`src/rtl/xpu_vpu_pc_tn_vlsu_nan_scan_ctrl_pkg.sv`:
```
// Shared types for the VLSU NaN scan sequencer.
// Element-width codes, FSM states and per-format field sizes.
package xpu_vpu_pc_tn_vlsu_nan_scan_ctrl_pkg;

   typedef enum logic [1:0] {
      SEW_N = 2'b00,
      SEW_H = 2'b01,
      SEW_S = 2'b10,
      SEW_D = 2'b11
   } sew_e;

   typedef enum logic [1:0] {
      IDLE = 2'b00,
      SCAN = 2'b01,
      DONE = 2'b10
   } state_e;

   localparam int SLICE_W = 64;

   localparam int H_EXP = 5;
   localparam int H_MAN = 10;
   localparam int S_EXP = 8;
   localparam int S_MAN = 23;
   localparam int D_EXP = 11;
   localparam int D_MAN = 52;

endpackage

```
`src/rtl/xpu_vpu_pc_tn_vlsu_nan_scan_ctrl_if.sv`:
```
// Beat-in / result-out handshake bundle of the NaN scan sequencer.
interface xpu_vpu_pc_tn_vlsu_nan_scan_ctrl_if #(
   parameter int DATA_WIDTH = 128
);
   localparam int NELEM = DATA_WIDTH / 16;
   localparam int CW    = $clog2(NELEM) + 1;

   logic                  in_vld;
   logic                  in_rdy;
   logic [DATA_WIDTH-1:0] in_data;
   logic [1:0]            in_sew;
   logic [NELEM-1:0]      in_elem_mask;

   logic                  out_vld;
   logic                  out_rdy;
   logic [NELEM-1:0]      out_nan_mask;
   logic [CW-1:0]         out_nan_cnt;
   logic                  out_snan_any;

   modport master (
      output in_vld, in_data, in_sew, in_elem_mask, out_rdy,
      input  in_rdy, out_vld, out_nan_mask, out_nan_cnt,
      input  out_snan_any
   );

   modport slave (
      input  in_vld, in_data, in_sew, in_elem_mask, out_rdy,
      output in_rdy, out_vld, out_nan_mask, out_nan_cnt,
      output out_snan_any
   );
endinterface

```
`src/rtl/xpu_vpu_pc_tn_vlsu_ieee754_nan_type.sv`:
```
// IEEE-754 NaN / signalling-NaN classifier for one element.
// The sign bit is stripped by the caller since it never affects NaN-ness.
module xpu_vpu_pc_tn_vlsu_ieee754_nan_type #(
   parameter int EXP_W = 5,
   parameter int MAN_W = 10
) (
   input  logic [EXP_W+MAN_W-1:0] val_i,
   output logic                   nan_o,
   output logic                   snan_o
);
   logic [EXP_W-1:0] exp;
   logic [MAN_W-1:0] man;

   assign exp    = val_i[EXP_W+MAN_W-1 -: EXP_W];
   assign man    = val_i[MAN_W-1:0];
   assign nan_o  = (&exp) & (|man);
   assign snan_o = nan_o & ~man[MAN_W-1];
endmodule

```
`src/rtl/xpu_vpu_pc_tn_vlsu_nan_scan_ctrl.sv`:
```
// Walks one vector beat in 64-bit slices and accumulates a per-element
// NaN mask, NaN count and signalling-NaN flag for the FP exception path.
module xpu_vpu_pc_tn_vlsu_nan_scan_ctrl
   import xpu_vpu_pc_tn_vlsu_nan_scan_ctrl_pkg::*;
#(
   parameter int DATA_WIDTH = 128
) (
   input  logic cpuclk,
   input  logic cpurst_b,
   input  logic flush,
   xpu_vpu_pc_tn_vlsu_nan_scan_ctrl_if.slave bus
);
   localparam int NSLICE = DATA_WIDTH / SLICE_W;
   localparam int NELEM  = DATA_WIDTH / 16;
   localparam int CW     = $clog2(NELEM) + 1;
   localparam int CNTW   = (NSLICE > 1) ? $clog2(NSLICE) : 1;

   state_e                state_q, state_d;
   logic [DATA_WIDTH-1:0] data_q, data_d;
   sew_e                  sew_q, sew_d;
   logic [NELEM-1:0]      emask_q, emask_d;
   logic [CNTW-1:0]       cnt_q, cnt_d;
   logic [NELEM-1:0]      nmask_q, nmask_d;
   logic [CW-1:0]         ncnt_q, ncnt_d;
   logic                  snan_q, snan_d;

   logic [DATA_WIDTH-1:0] sh;
   logic [63:0]           slice;
   logic [3:0]            h_nan, h_snan;
   logic [1:0]            s_nan, s_snan;
   logic                  d_nan, d_snan;
   logic [3:0]            loc_nan, loc_snan;
   logic [CNTW+1:0]       base;
   logic [NELEM-1:0]      new_nan, new_snan;
   logic [CW-1:0]         pc;
   logic                  last;

   assign sh    = data_q >> {cnt_q, 6'd0};
   assign slice = sh[63:0];
   assign last  = (cnt_q == CNTW'(NSLICE - 1));

   for (genvar g = 0; g < 4; g++) begin : g_h
      xpu_vpu_pc_tn_vlsu_ieee754_nan_type #(
         .EXP_W (H_EXP),
         .MAN_W (H_MAN)
      ) u_h (
         .val_i  (slice[16*g +: 15]),
         .nan_o  (h_nan[g]),
         .snan_o (h_snan[g])
      );
   end

   for (genvar g = 0; g < 2; g++) begin : g_s
      xpu_vpu_pc_tn_vlsu_ieee754_nan_type #(
         .EXP_W (S_EXP),
         .MAN_W (S_MAN)
      ) u_s (
         .val_i  (slice[32*g +: 31]),
         .nan_o  (s_nan[g]),
         .snan_o (s_snan[g])
      );
   end

   xpu_vpu_pc_tn_vlsu_ieee754_nan_type #(
      .EXP_W (D_EXP),
      .MAN_W (D_MAN)
   ) u_d (
      .val_i  (slice[62:0]),
      .nan_o  (d_nan),
      .snan_o (d_snan)
   );

   // Slice-local hits placed at cnt*(64/SEW); reserved SEW yields nothing.
   always_comb begin
      loc_nan  = '0;
      loc_snan = '0;
      base     = '0;
      unique case (sew_q)
         SEW_H: begin
            loc_nan  = h_nan;
            loc_snan = h_snan;
            base     = {cnt_q, 2'b00};
         end
         SEW_S: begin
            loc_nan  = {2'b00, s_nan};
            loc_snan = {2'b00, s_snan};
            base     = {1'b0, cnt_q, 1'b0};
         end
         SEW_D: begin
            loc_nan  = {3'b000, d_nan};
            loc_snan = {3'b000, d_snan};
            base     = {2'b00, cnt_q};
         end
         default: ;
      endcase
   end

   assign new_nan  = (NELEM'(loc_nan) << base) & emask_q;
   assign new_snan = (NELEM'(loc_snan) << base) & emask_q;

   always_comb begin
      pc = '0;
      for (int i = 0; i < NELEM; i++) begin
         pc = pc + CW'(new_nan[i]);
      end
   end

   always_comb begin
      state_d = state_q;
      data_d  = data_q;
      sew_d   = sew_q;
      emask_d = emask_q;
      cnt_d   = cnt_q;
      nmask_d = nmask_q;
      ncnt_d  = ncnt_q;
      snan_d  = snan_q;
      if (flush) begin
         state_d = IDLE;
         cnt_d   = '0;
         nmask_d = '0;
         ncnt_d  = '0;
         snan_d  = 1'b0;
      end else begin
         unique case (state_q)
            IDLE: begin
               if (bus.in_vld) begin
                  data_d  = bus.in_data;
                  sew_d   = sew_e'(bus.in_sew);
                  emask_d = bus.in_elem_mask;
                  cnt_d   = '0;
                  nmask_d = '0;
                  ncnt_d  = '0;
                  snan_d  = 1'b0;
                  state_d = SCAN;
               end
            end
            SCAN: begin
               nmask_d = nmask_q | new_nan;
               ncnt_d  = ncnt_q + pc;
               snan_d  = snan_q | (|new_snan);
               if (last) begin
                  state_d = DONE;
               end else begin
                  cnt_d = cnt_q + 1'b1;
               end
            end
            DONE: begin
               if (bus.out_rdy) begin
                  state_d = IDLE;
               end
            end
            default: state_d = IDLE;
         endcase
      end
   end

   always_ff @(posedge cpuclk or negedge cpurst_b) begin
      if (!cpurst_b) begin
         state_q <= IDLE;
         data_q  <= '0;
         sew_q   <= SEW_N;
         emask_q <= '0;
         cnt_q   <= '0;
         nmask_q <= '0;
         ncnt_q  <= '0;
         snan_q  <= 1'b0;
      end else begin
         state_q <= state_d;
         data_q  <= data_d;
         sew_q   <= sew_d;
         emask_q <= emask_d;
         cnt_q   <= cnt_d;
         nmask_q <= nmask_d;
         ncnt_q  <= ncnt_d;
         snan_q  <= snan_d;
      end
   end

   assign bus.in_rdy       = (state_q == IDLE);
   assign bus.out_vld      = (state_q == DONE);
   assign bus.out_nan_mask = nmask_q;
   assign bus.out_nan_cnt  = ncnt_q;
   assign bus.out_snan_any = snan_q;
endmodule

```
`src/flat_wrapper.sv`:
```
// flat-port wrapper written by rule: the top's interface ports become plain ports
module xpu_vpu_pc_tn_vlsu_nan_scan_ctrl_flat import xpu_vpu_pc_tn_vlsu_nan_scan_ctrl_pkg::*;
#(
   parameter int DATA_WIDTH = 128
)
  (cpuclk, cpurst_b, flush, bus_in_vld, bus_in_data, bus_in_sew, bus_in_elem_mask, bus_out_rdy, bus_in_rdy, bus_out_vld, bus_out_nan_mask, bus_out_nan_cnt, bus_out_snan_any);
  xpu_vpu_pc_tn_vlsu_nan_scan_ctrl_if #(.DATA_WIDTH(DATA_WIDTH)) bus_i ();
  input  logic cpuclk;
  input  logic cpurst_b;
  input  logic flush;
  input wire logic [$bits(bus_i.in_vld)-1:0] bus_in_vld;
  input wire logic [$bits(bus_i.in_data)-1:0] bus_in_data;
  input wire logic [$bits(bus_i.in_sew)-1:0] bus_in_sew;
  input wire logic [$bits(bus_i.in_elem_mask)-1:0] bus_in_elem_mask;
  input wire logic [$bits(bus_i.out_rdy)-1:0] bus_out_rdy;
  output wire logic [$bits(bus_i.in_rdy)-1:0] bus_in_rdy;
  output wire logic [$bits(bus_i.out_vld)-1:0] bus_out_vld;
  output wire logic [$bits(bus_i.out_nan_mask)-1:0] bus_out_nan_mask;
  output wire logic [$bits(bus_i.out_nan_cnt)-1:0] bus_out_nan_cnt;
  output wire logic [$bits(bus_i.out_snan_any)-1:0] bus_out_snan_any;
  assign bus_i.in_vld = bus_in_vld;
  assign bus_i.in_data = bus_in_data;
  assign bus_i.in_sew = bus_in_sew;
  assign bus_i.in_elem_mask = bus_in_elem_mask;
  assign bus_i.out_rdy = bus_out_rdy;
  assign bus_in_rdy = bus_i.in_rdy;
  assign bus_out_vld = bus_i.out_vld;
  assign bus_out_nan_mask = bus_i.out_nan_mask;
  assign bus_out_nan_cnt = bus_i.out_nan_cnt;
  assign bus_out_snan_any = bus_i.out_snan_any;
  xpu_vpu_pc_tn_vlsu_nan_scan_ctrl #(.DATA_WIDTH(DATA_WIDTH)) u_core (.cpuclk(cpuclk), .cpurst_b(cpurst_b), .flush(flush), .bus(bus_i));
endmodule
```
`config.mk`:
```
export PLATFORM = sky130hd
export DESIGN_NAME = xpu_vpu_pc_tn_vlsu_nan_scan_ctrl_flat
export DESIGN_NICKNAME = d
export VERILOG_FILES = /design/src/rtl/xpu_vpu_pc_tn_vlsu_nan_scan_ctrl_pkg.sv /design/src/rtl/xpu_vpu_pc_tn_vlsu_nan_scan_ctrl_if.sv /design/src/rtl/xpu_vpu_pc_tn_vlsu_ieee754_nan_type.sv /design/src/rtl/xpu_vpu_pc_tn_vlsu_nan_scan_ctrl.sv /design/src/flat_wrapper.sv
export SDC_FILE = /design/constraint.sdc
export NUM_CORES = 1
export LEC_CHECK = 0
export CORE_MARGIN = 2
export CORE_UTILIZATION = 25
export DETAILED_ROUTE_END_ITERATION = 8
export PLACE_DENSITY_LB_ADDON = 0.05
export SLEW_MARGIN = 20
export SYNTH_ARGS = -nofsm -noshare
export SYNTH_HDL_FRONTEND = slang
export SYNTH_SLANG_ARGS = --single-unit
```
`constraint.sdc`:
```
create_clock -name cpuclk -period 4.6 [get_ports cpuclk]
set_clock_uncertainty 0.1 [all_clocks]
set_input_delay 0.92 -clock cpuclk [delete_from_list [all_inputs] [get_ports cpuclk]]
set_output_delay 0.92 -clock cpuclk [all_outputs]
set_load 0.01 [all_outputs]
```
==> metrics <==
vias per cell 4.38; syn_area_per_cell 12.8 sq um; post-synthesis sequential area ratio 0.547; Final setup viols 3; P&R area growth vs syn 47.4%; Peak Freq 0.196 GHz; CTS Root Cell clkbuf_16; Distinct cells, synth 51; Syn. warnings 0; antenna violations before repair 0; Starting Density 0.252; crit-path cells buf_12, buf_12, nor4b_4, nand3_1, a222oi_1, buf_4, a41oi_4, o31ai_1, nor2_1, ha_1, inv_2, fa_1, fa_1, fa_1, inv_1, ha_2, a21o_1, a21oi_2, xnor2_2, nor3_1, a21o_1, a22oi_1, nor2_1; VDD IR max 0.232 mV; CP Class reg -> reg; Crit. End Element register; PD cells 399 nW/um^2; status finished, violations left; minimum clock period 5.10 ns; CP max stage cell fa_1; family with the most delay on the worst path adder cells; vias in the first global route 5606; Setup WS post-layout -0.496 ns; number of placed I/O pins 158; Wirelength per Cell 16.6 um; RSZ-0062 raised after global routing yes; final core occ 0.372; via count 5152; syn_nets 701; ys flop type dfrtp_1; Die Y 171 um; Rows 61; DRT iter0 DRCs 221; Core Region 27600 sq um; Final Max Slew Viols 0; H-tree depth 4; crit path launch type register; clk slew on worst S/H paths 0.07 ns; hpwl dp 14.5 mm; Worst path most repeated cell fa_1; total gr overflow 0; Clock Sink Count 152; ys async rst share 1.00; drt pass-1 iters 4; most frequent cells in the layout 154 x clkdlybuf4s50_1, 151 x dfrtp_1, 132 x mux2_2, 85 x buf_4, 34 x nand2_1; CP peak stage delay 0.49 ns; layout net count 941; Clock Latency Late Sink 0.43 ns; Mapped Cells 545; Leak 0.00417 uW; Fillers 2717; Routed WL 19.5 mm; TNS Setup -1.12 ns; mapped cell area 6960 sq um; leading cell type in the layout, fill and taps excluded clkdlybuf4s50_1; CTS tree done; Min Hold Slack 0.397 ns; RePlAce Congestion 0.764; Die W 171 um; Rel. slew slack 0.394; failing checks setup timing; CP max FO 10; required time of the worst setup path 4.80 ns; layout cell share with drive strength beyond 1 0.351; gr usage total 0.141; max_cap viols 0; number of synthesized register bits 152; antenna viol nets, final 0; clk buf depth 2; Worst Tran Pin Value 0.908 ns; first-pass GRT wire length 31.1 mm; Tcrit/Tclk final 1.11; crit path DAT 5.30 ns; Tightest Hold Check Type reg -> reg; die area 29200 sq um; largest net degree at the start of global routing 141; pre-CTS setup slack -0.652 ns; Power, Total 4090 uW; final hold vios 0; EDFF count, synth 0; DRC violations left 0; Buf+Inv Stages, Crit Path 5; number of port buffers 155; clock buffer count from CTS 17
layer usage:
layer,up-vias,part of all wire,track usage
met5,-,0,0
met4,0,0.0095,0.0398
met3,12,0.045,0.0328
met2,101,0.51,0.245
met1,2554,0.44,0.174
li1,2485,-,-
synthesized netlist by cell type, drive strengths merged, types with 6 or more instances:
cell type / count / area, sq um
a21oi: 8 / 40.0
a22oi: 8 / 65.1
buf: 13 / 77.6
clkbuf: 10 / 37.5
dfrtp: 152 / 3800
ha: 9 / 113
inv: 12 / 45.0
mux2: 132 / 1490
mux2i: 6 / 60.1
nand2: 34 / 128
nand3: 20 / 105
nand4: 6 / 37.5
nor2: 27 / 101
nor2b: 6 / 37.5
nor3: 10 / 60.1
nor4: 18 / 143
o21ai: 10 / 50.1
o22ai: 9 / 56.3
final cells by class:
type	instances	area [sq um]	area share
multi-input combinational	358	3100	0.303
timing repair buffer	244	2270	0.221
sequential	152	3800	0.371
clock inverter	15	131	0.0128
tap	378	473	0.0461
inverter	12	45.0	0.00439
antenna	1	2.50	0.000244
clock buffer	17	425	0.0415
what timing repair did:
item,in CTS,in global routing
hold buffers,0,0
gates cloned,0,0
pin swaps,2,2
endpoints found under the setup margin,4,4
gates resized for setup,11,2
buffers inserted,3,2
per-stage QoR:
step                      cells  instance area (sq um)
final                      1177                  10300
after global routing       1176                  10300
after CTS                  1174                  10200
after detailed placement   1139                   9580
after global placement     1139                   9580
after floorplan             545                   6980
where the power goes:
group	switching (uW)	internal (uW)	leakage, uW	total, uW
combinational	341	571	0.00208	912
clock	630	713	0.000273	1340
sequential	199	1630	0.00182	1830
total	1170	2920	0.00417	4090
final timing paths:
kind	startpoint	end	slack (ns)	cells past startpoint
hold reg to reg	u_core.bus.out_nan_mask[5]	u_core.bus.out_nan_mask[5]	0.40	2
hold / removal	u_core.bus.out_nan_mask[5]	u_core.bus.out_nan_mask[5]	0.40	2
setup / recovery	u_core.cnt_q	u_core.bus.out_nan_cnt[3]	-0.50	23
min in group asynchronous	cpurst_b	u_core.data_q[106]	0.48	1
max in group asynchronous	cpurst_b	u_core.data_q[126]	3.01	2
setup reg to reg	u_core.cnt_q	u_core.bus.out_nan_cnt[3]	-0.50	23
cell families (layout without fill, tap and decap cells):
group / count (synthesis) / after routing / share of synthesized area
AOI/OAI and AO/OA: 59 / 59 / 0.0601
xor gates and xnor gates: 3 / 3 / 0.00378
adders and majority gates: 13 / 13 / 0.0277
buffers and inverters: 35 / 288 / 0.0230
DFF: 152 / 152 / 0.547
muxes: 138 / 138 / 0.222
other: 0 / 1 / 0
and+or+nand+nor: 145 / 145 / 0.116
flip-flops by register name, summed over array words and instances (netlist names):
name,count
u_core.bus.out_nan_mask,8
u_core.bus.out_snan_any,1
u_core.emask_q,8
u_core.cnt_q,1
u_core.state_q,2
u_core.sew_q,2
u_core.data_q,126
u_core.bus.out_nan_cnt,4
worst register-to-register path, cell delays in order (launching register included):
cell and delay (ns):
dfrtp_2 0.40, buf_12 0.16, buf_12 0.14, nor4b_4 0.21, nand3_1 0.10, a222oi_1 0.37
buf_4 0.19, a41oi_4 0.12, o31ai_1 0.23, nor2_1 0.10, ha_1 0.29, inv_2 0.04
fa_1 0.48, fa_1 0.43, fa_1 0.49, inv_1 0.04, ha_2 0.19, a21o_1 0.19
a21oi_2 0.16, xnor2_2 0.13, nor3_1 0.06, a21o_1 0.16, a22oi_1 0.14, nor2_1 0.06
Note: power is estimated with default switching activity, not from simulation.
